--- src/rtl/piece_mover.sv ---
// rtl/piece_mover.sv - active piece movement, gravity, hard drop and lock on an 8x4 board
// Board bit index = row*4 + col; row 0 is the spawn row, row 7 the bottom row.
module piece_mover (
  input  logic        clka,
  input  logic        restart,
  input  logic        board_load,
  input  logic [31:0] board_new,
  input  logic [1:0]  piece_new,
  input  logic        error_in,
  input  logic        btn_left,
  input  logic        btn_right,
  input  logic        btn_drop,
  input  logic        tick,
  output logic [31:0] board_disp,
  output logic [31:0] board_to_clear,
  output logic        land_valid,
  output logic        game_over
);

  typedef enum logic [1:0] {IDLE, ACTIVE, DROP, OVER} state_t;

  localparam logic [31:0] ROW7_CELLS = 32'hF000_0000;
  localparam logic [31:0] COL0_CELLS = 32'h1111_1111;
  localparam logic [31:0] COL3_CELLS = 32'h8888_8888;

  state_t      state, nxt_state;
  logic [31:0] static_cells, nxt_static;
  logic [31:0] mask, nxt_mask;
  logic [31:0] nxt_disp, nxt_clr;
  logic        nxt_lv, nxt_go;

  logic [31:0] spawn_mask;
  logic [31:0] down_mask, left_mask, right_mask;
  logic        down_ok, left_ok, right_ok;
  logic        take, lock;
  logic [31:0] cand;

  always_comb begin
    case (piece_new)
      2'b00:   spawn_mask = 32'h0000_0002;
      2'b01:   spawn_mask = 32'h0000_0006;
      2'b10:   spawn_mask = 32'h0000_0066;
      default: spawn_mask = 32'h0000_0062;
    endcase
  end

  assign down_mask  = mask << 4;
  assign left_mask  = mask >> 1;
  assign right_mask = mask << 1;
  assign down_ok    = ((mask & ROW7_CELLS) == 32'h0) && ((down_mask & static_cells) == 32'h0);
  assign left_ok    = ((mask & COL0_CELLS) == 32'h0) && ((left_mask & static_cells) == 32'h0);
  assign right_ok   = ((mask & COL3_CELLS) == 32'h0) && ((right_mask & static_cells) == 32'h0);

  always_comb begin
    nxt_state  = state;
    nxt_static = static_cells;
    nxt_mask   = mask;
    nxt_disp   = board_disp;
    nxt_clr    = board_to_clear;
    nxt_lv     = 1'b0;
    nxt_go     = game_over;
    take       = 1'b0;
    lock       = 1'b0;
    cand       = mask;
    case (state)
      IDLE: begin
        if (board_load) begin
          nxt_static = board_new & ~spawn_mask;
          nxt_mask   = spawn_mask;
          nxt_disp   = board_new;
          if (error_in) begin
            nxt_state = OVER;
            nxt_go    = 1'b1;
          end else begin
            nxt_state = ACTIVE;
          end
        end
      end
      ACTIVE: begin
        if (btn_drop) begin
          nxt_state = DROP;
        end else if (tick) begin
          if (down_ok) begin
            take = 1'b1;
            cand = down_mask;
          end else begin
            lock = 1'b1;
          end
        end else if (btn_left) begin
          take = left_ok;
          cand = left_mask;
        end else if (btn_right) begin
          take = right_ok;
          cand = right_mask;
        end
      end
      DROP: begin
        if (down_ok) begin
          take = 1'b1;
          cand = down_mask;
        end else begin
          lock = 1'b1;
        end
      end
      default: ;
    endcase
    if (take) begin
      nxt_mask = cand;
      nxt_disp = static_cells | cand;
    end
    // Lock merges the piece into the static field; a same-cycle board_load is lost since we are not in IDLE.
    if (lock) begin
      nxt_static = static_cells | mask;
      nxt_clr    = static_cells | mask;
      nxt_disp   = static_cells | mask;
      nxt_mask   = 32'h0;
      nxt_lv     = 1'b1;
      nxt_state  = IDLE;
    end
  end

  always_ff @(posedge clka or posedge restart) begin
    if (restart) begin
      state          <= IDLE;
      static_cells   <= 32'h0;
      mask           <= 32'h0;
      board_disp     <= 32'h0;
      board_to_clear <= 32'h0;
      land_valid     <= 1'b0;
      game_over      <= 1'b0;
    end else begin
      state          <= nxt_state;
      static_cells   <= nxt_static;
      mask           <= nxt_mask;
      board_disp     <= nxt_disp;
      board_to_clear <= nxt_clr;
      land_valid     <= nxt_lv;
      game_over      <= nxt_go;
    end
  end

endmodule

--- config.mk ---
export PLATFORM = sky130hd
export DESIGN_NAME = piece_mover
export DESIGN_NICKNAME = d
export VERILOG_FILES = /design/src/rtl/piece_mover.sv
export SDC_FILE = /design/constraint.sdc
export NUM_CORES = 1
export LEC_CHECK = 0
export CORE_MARGIN = 10
export CORE_UTILIZATION = 35
export DETAILED_ROUTE_END_ITERATION = 7
export PLACE_DENSITY = 0.64
export SLEW_MARGIN = 5
export SYNTH_ARGS = -nofsm -noshare
export SYNTH_HDL_FRONTEND = slang
export SYNTH_SLANG_ARGS = --single-unit
export TNS_END_PERCENT = 30
--- constraint.sdc ---
create_clock -name clka -period 4.71 [get_ports clka]
set_clock_uncertainty 0.05 [all_clocks]
set_input_delay 0.7065 -clock clka [delete_from_list [all_inputs] [get_ports clka]]
set_output_delay 0.7065 -clock clka [all_outputs]
set_load 0.005 [all_outputs]
==> metrics.txt, run 1 <==
status finished, final reports clean; via count of the routed design 7959; Initial Utilization a little over a third; wire per inst between 20 and 30 µm; Syn Nets roughly 970; most frequent cells in the layout dfrtp_1, clkdlybuf4s50_1, nor2_1, nand2_1; Clock Sinks between 100 and 150; drt drc 0; Final setup viols 0; dpl cell area slightly above 9000 µm²; vias in the first global route between 7000 and 8000; Final HPWL DP between 20000 and 25000 µm; Cell Rows between 50 and 60; Reg clk slew, reported paths around 0.06 ns; Syn Area/Cell 8.58 µm²; internal power 3.80 mW; clk_lat worst skew between 0.4 and 0.5 ns; nets@finish 1025; GRT Total Usage a little over a fifth; Finished Core Util between 40 and 50%; Max Slew Vio Count 0; Rel. slew slack just under 30%; most common cell after layout, fill and taps aside dfrtp_1; largest family of logic cells by synthesized area compound AO/OA/AOI/OAI gates; post-cts sizing count 0; Seq cells post-synth around 130; ys async rst share between 90% and 100%; DRC marker count from the first detailed-route iteration approximately 1100; TritonCTS buffer count 17; Synth Area in XOR/XNOR 0%; Synth Flop Type dfrtp_1; Synth Area in Simple Gates 13.4%; Chip Height ~170 µm; Leak about 3.9 nW; Post-Synth Adder-Cell Area less than 1%; CTS Hold Buffers Added 0; core box area 22000 µm²; synth warn 0; Crit Path Class in -> reg; Post-synth EDFFs 0; Die Wd 170 µm; maximum clock rate 0.282 GHz; Tightest Pin Transition approximately 1.1 ns; IO Port Bufs 107; Switching Fraction 46.6%; mux cell area share after synthesis less than 1%; Ant. Diodes 0; final wirelength 32100 µm; max_cap viols 0; num ports roughly 110; Syn Inst Count 921; Worst Setup Start Kind input pin; pwr dens between 700 and 800 nW/µm²; DRT antenna net count 0; fill count around 2200; initial antenna violation count 0; H-tree levels 4; worst vdd ir between 0.0004 and 0.0005 V; Psw 3.31 mW; Gate power share between 50% and 60%; post-synthesis sequential area ratio roughly two fifths; layout cells sized above 1 around 7.7%; clk buf depth 2; Post-Synthesis Cell Area about 7900 µm²; Worst Hold Class reg -> reg; Worst EP arrival 3.85 ns; mean number of vias per cell 6.26; DP Worst Slack about 0.80 ns; Final Wtd Congestion roughly 0.97; Worst Setup Slack, final 1.16 ns; crit path time final about 3.6 ns; crit path max fanout 17; largest net degree at the start of global routing just over 70; CP Capture Type register; GR Overflow Total 0; CTS tree done; Hold Vio Cnt, Final 0; RSZ-0062 raised after global routing no; Compound-Gate Fraction of Synth Area about 36%; setup bufs post-CTS 0; period utilization approximately 75%; Layout area overhead 23.0%; Sequential Power Share 28.1%; global-route wire length before repair around 49000 µm; post-synth cell types between 50 and 60; post-route cell area roughly 9700 µm²; 1st-pass router iterations 6; required time worst endpoint around 5.0 ns; clock root buffer clkbuf_16; total power 7.12 mW; Clk network pwr share 18.2%; setup_tns 0 ns; Die ar. between 20000 and 30000 µm²
[power by group through the flow]
stage / clock network (mW) / registers, mW / logic (mW)
final: 1.29 / 2.00 / 3.83
after global routing: 1.37 / 2.04 / 4.19
after CTS: 1.31 / 1.98 / 3.82
after detailed placement: 0 / 2.00 / 3.80
after global placement: 0 / 2.00 / 3.75
after floorplan: 0 / 1.84 / 2.39
[per-layer routing]
metal  vias up  GRT usage, %  wire length, µm
li1       3549             -                -
met1      3952          29.1            14000
met2       400          34.3            14500
met3        58          5.46             2770
met4         0          6.86              822
met5         -             0                0
[metrics by stage]
stage / cells / hold WS (ns)
after detailed placement: 1239 / 0.404
after floorplan: 921 / 0.401
final: 1271 / 0.415
after CTS: 1271 / 0.427
after global placement: 1239 / 0.390
after global routing: 1271 / 0.451
[worst max-delay path, stage by stage]
cell and delay (ns):
clkdlybuf4s50_1 0.82, and2_1 0.63, o21ai_0 0.18, nand2_1 0.14, a221o_1 0.80, a221o_1 0.31, o31ai_1 0.07, o21ai_0 0.19
[flip-flops by register name, summed over array words and instances, names as in the netlist]
name	flops
state	2
board_to_clear	32
static_cells	32
game_over	1
land_valid	1
board_disp	32
mask	32
[synth_stat cells (5+ instances only)]
master	n	area share, %
a21oi_1	63	4.0
a221o_1	11	1.4
a22o_1	47	5.2
a22oi_1	63	6.0
a31oi_1	12	0.95
a32oi_1	16	1.8
buf_1	7	0.33
buf_2	20	1.3
clkbuf_1	67	3.2
dfrtp_1	132	42
ha_1	5	0.79
inv_1	39	1.9
nand2_1	84	4.0
nand3_1	7	0.44
nand4_1	6	0.48
nor2_1	95	4.5
nor3_1	8	0.51
nor4_1	5	0.40
o21a_1	19	1.8
o21ai_0	48	3.0
o21ai_1	7	0.44
o22a_1	29	3.2
o22ai_1	37	2.9
o31ai_1	16	1.5
or3_1	12	0.95
[cell families after synthesis]
family | after synthesis
compound gates | 401
simple gates | 239
buf+inv | 140
flops | 132
fa+ha+maj | 5
mux | 4
[final cells by class]
| cell class | count | area (µm²) | area share [%] |
|---|---|---|---|
| Inverter | 41 | 159 | 1.63 |
| Clock inverter | 12 | 108 | 1.11 |
| Sequential cell | 132 | 3300 | 34.0 |
| Timing Repair Buffer | 137 | 1320 | 13.6 |
| Clock buffer | 20 | 457 | 4.70 |
| Tap cell | 280 | 350 | 3.60 |
| Multi-Input combinational cell | 649 | 4020 | 41.4 |
[path summary, 6_finish.rpt]
| path | slack, ns | to | depth (start not counted) | start |
|---|---|---|---|---|
| setup / recovery | 1.16 | board_disp[16] | 8 | tick |
| hold / removal | 0.42 | game_over | 1 | game_over |
| setup reg to reg | 1.18 | board_disp[16] | 8 | state[0] |
| hold reg to reg | 0.42 | game_over | 1 | game_over |
| max in group asynchronous | 3.14 | mask[13] | 3 | restart |
| min in group asynchronous | 0.67 | board_to_clear[0] | 2 | restart |
Note: power is estimated with default switching activity, not from simulation.
==> run 2, diff against run 1 <==
==> constraint.sdc (replaced) <==
create_clock -name clka -period 3.63 [get_ports clka]
set_clock_uncertainty 0.05 [all_clocks]
set_input_delay 0.5445 -clock clka [delete_from_list [all_inputs] [get_ports clka]]
set_output_delay 0.5445 -clock clka [all_outputs]
set_load 0.005 [all_outputs]
==> run 2 against run 1 <==
Sequential share of layout area decreased by 1.1 points. First-iteration DRC count decreased by 12%. Worst setup slack got worse by 0.69 ns. Wire length about the same. Non-clock buffer count increased by 32.
==> metrics.txt, run 2 (same netlist as run 1, synthesis figures left out) <==
DP Worst Slack 0.304 ns; DRC marker count from the first detailed-route iteration between 900 and 1000; Cell Rows 54; Worst EP arrival between 3 and 4 ns; crit path cell chain a22oi_1, o221ai_1, nor4_1, nand2_1, a221o_1, and3_2, buf_4, o41ai_2; initial antenna violation count 0; crit path time final roughly 3.2 ns; global-route wire length before repair just under 50000 µm; setup bufs post-CTS 0; num ports approximately 110; status finished, final reports clean; Die ar. 29000 µm²; fill count between 2000 and 2500; Worst Hold Class reg -> reg; IO Port Bufs roughly 110; crit path max fanout 33; clk buf depth 2; post-cts sizing count 0; Rel. slew slack 43.0%; worst vdd ir between 0.0004 and 0.0005 V; largest net degree at the start of global routing 133; drt drc 0; dpl cell area about 9400 µm²; layout cells sized above 1 a little over a tenth; DRT antenna net count 0; maximum clock rate 0.316 GHz; GRT Total Usage between 20% and 30%; final wirelength approximately 32000 µm; mean number of vias per cell between 6 and 7; CP Capture Type register; H-tree levels 4; vias in the first global route about 7900; via count of the routed design between 8000 and 9000; RSZ-0062 raised after global routing no; core box area 22000 µm²; slowest stage delay, CP approximately 0.53 ns; Die Wd about 170 µm; Clock Sinks 132; Final HPWL DP between 20000 and 25000 µm; clock root buffer clkbuf_16; TritonCTS buffer count 17; nets@finish about 1100; Layout area overhead 27.0%; wire per inst roughly 25 µm; most frequent cells in the layout dfrtp_1, clkdlybuf4s50_1, nor2_1, nand2_1; Final setup viols 0; CTS tree done; post-route cell area around 10000 µm²; Reg clk slew, reported paths about 0.060 ns; Crit Path Class reg -> reg; Chip Height ~170 µm; Finished Core Util approximately 46%; GR Overflow Total 0; required time worst endpoint slightly below 4 ns; 1st-pass router iterations 7; Max Slew Vio Count 0; period utilization around 87%; Leak 4.08 nW; Tightest Pin Transition approximately 0.85 ns; slowest CP cell a221o_1; Hold Vio Cnt, Final 0; Initial Utilization between 30% and 40%; most common cell after layout, fill and taps aside dfrtp_1; Worst Setup Start Kind register; Worst Setup Slack, final 0.465 ns; setup_tns 0 ns; clk_lat worst skew 0.43 ns; Ant. Diodes 0; max_cap viols 0; CTS Hold Buffers Added 0; reg2reg setup slack about 0.46 ns; pwr dens 959 nW/µm²; Final Wtd Congestion slightly above 1
## run 2: cell count changes in the layout (fill, tap and decap cells not counted), sizes merged
cell,change
buf,+32
bufinv,+4
clkinv,-3
clkbuf,-2
## run 2: per-stage QoR
| step | hold slack [ns] | instances | power (mW) |
|---|---|---|---|
| finish | 0.409 | 1302 | 9.62 |
| global route | 0.439 | 1302 | 10.2 |
| CTS | 0.416 | 1302 | 9.63 |
| detailed placement | 0.399 | 1271 | 7.69 |
| global placement | 0.391 | 1271 | 7.60 |
| floorplan | 0.401 | 921 | 5.49 |
## run 2: worst max-delay path, delay by kind of cell, from the launching register on
family	cells	cell delay [ns]
compound gates	4	1.45
simple gates	3	0.83
buf+inv	1	0.24
flops	1	0.45
## run 2: final cells by class
class	count	area, µm²	area share, %
Multi-Input combinational cell	649	4020	40.1
Sequential cell	132	3300	32.9
Timing Repair Buffer	169	1560	15.6
Clock buffer	18	429	4.28
Tap cell	280	350	3.49
Clock inverter	13	206	2.06
Inverter	41	158	1.57
## run 2: path summary, 6_finish.rpt
check	start	to	cells after the start
hold reg to reg	game_over	game_over	1
setup / recovery	static_cells[21]	board_disp[23]	8
hold / removal	game_over	game_over	1
setup reg to reg	static_cells[21]	board_disp[23]	8
max in group asynchronous	restart	mask[8]	3
min in group asynchronous	restart	board_disp[0]	3
## run 2: per-layer routing
layer	part of all wire (%)	GRT usage [%]	vias to the layer above	wire length, µm
li1	-	-	3605	-
met1	44	29.4	3951	14100
met2	45	33.8	420	14300
met3	8.4	5.14	65	2690
met4	3.0	8.24	0	977
met5	0	0	-	0
## run 2: power breakdown
group | switching (mW) | total [mW] | internal [mW]
logic | 3.11 | 5.18 | 2.07
clock network | 0.691 | 1.90 | 1.21
registers | 0.513 | 2.54 | 2.02
total | 4.32 | 9.62 | 5.31
==> run 3, diff against run 2 <==
--- a/config.mk
+++ b/config.mk
@@ -5,6 +5,7 @@
 export SDC_FILE = /design/constraint.sdc
 export NUM_CORES = 1
 export LEC_CHECK = 0
+export CAP_MARGIN = 20
 export CORE_MARGIN = 10
 export CORE_UTILIZATION = 35
 export DETAILED_ROUTE_END_ITERATION = 7
==> results of run 3 <==
Final layout, timing and power as in run 2 (identical DEF).
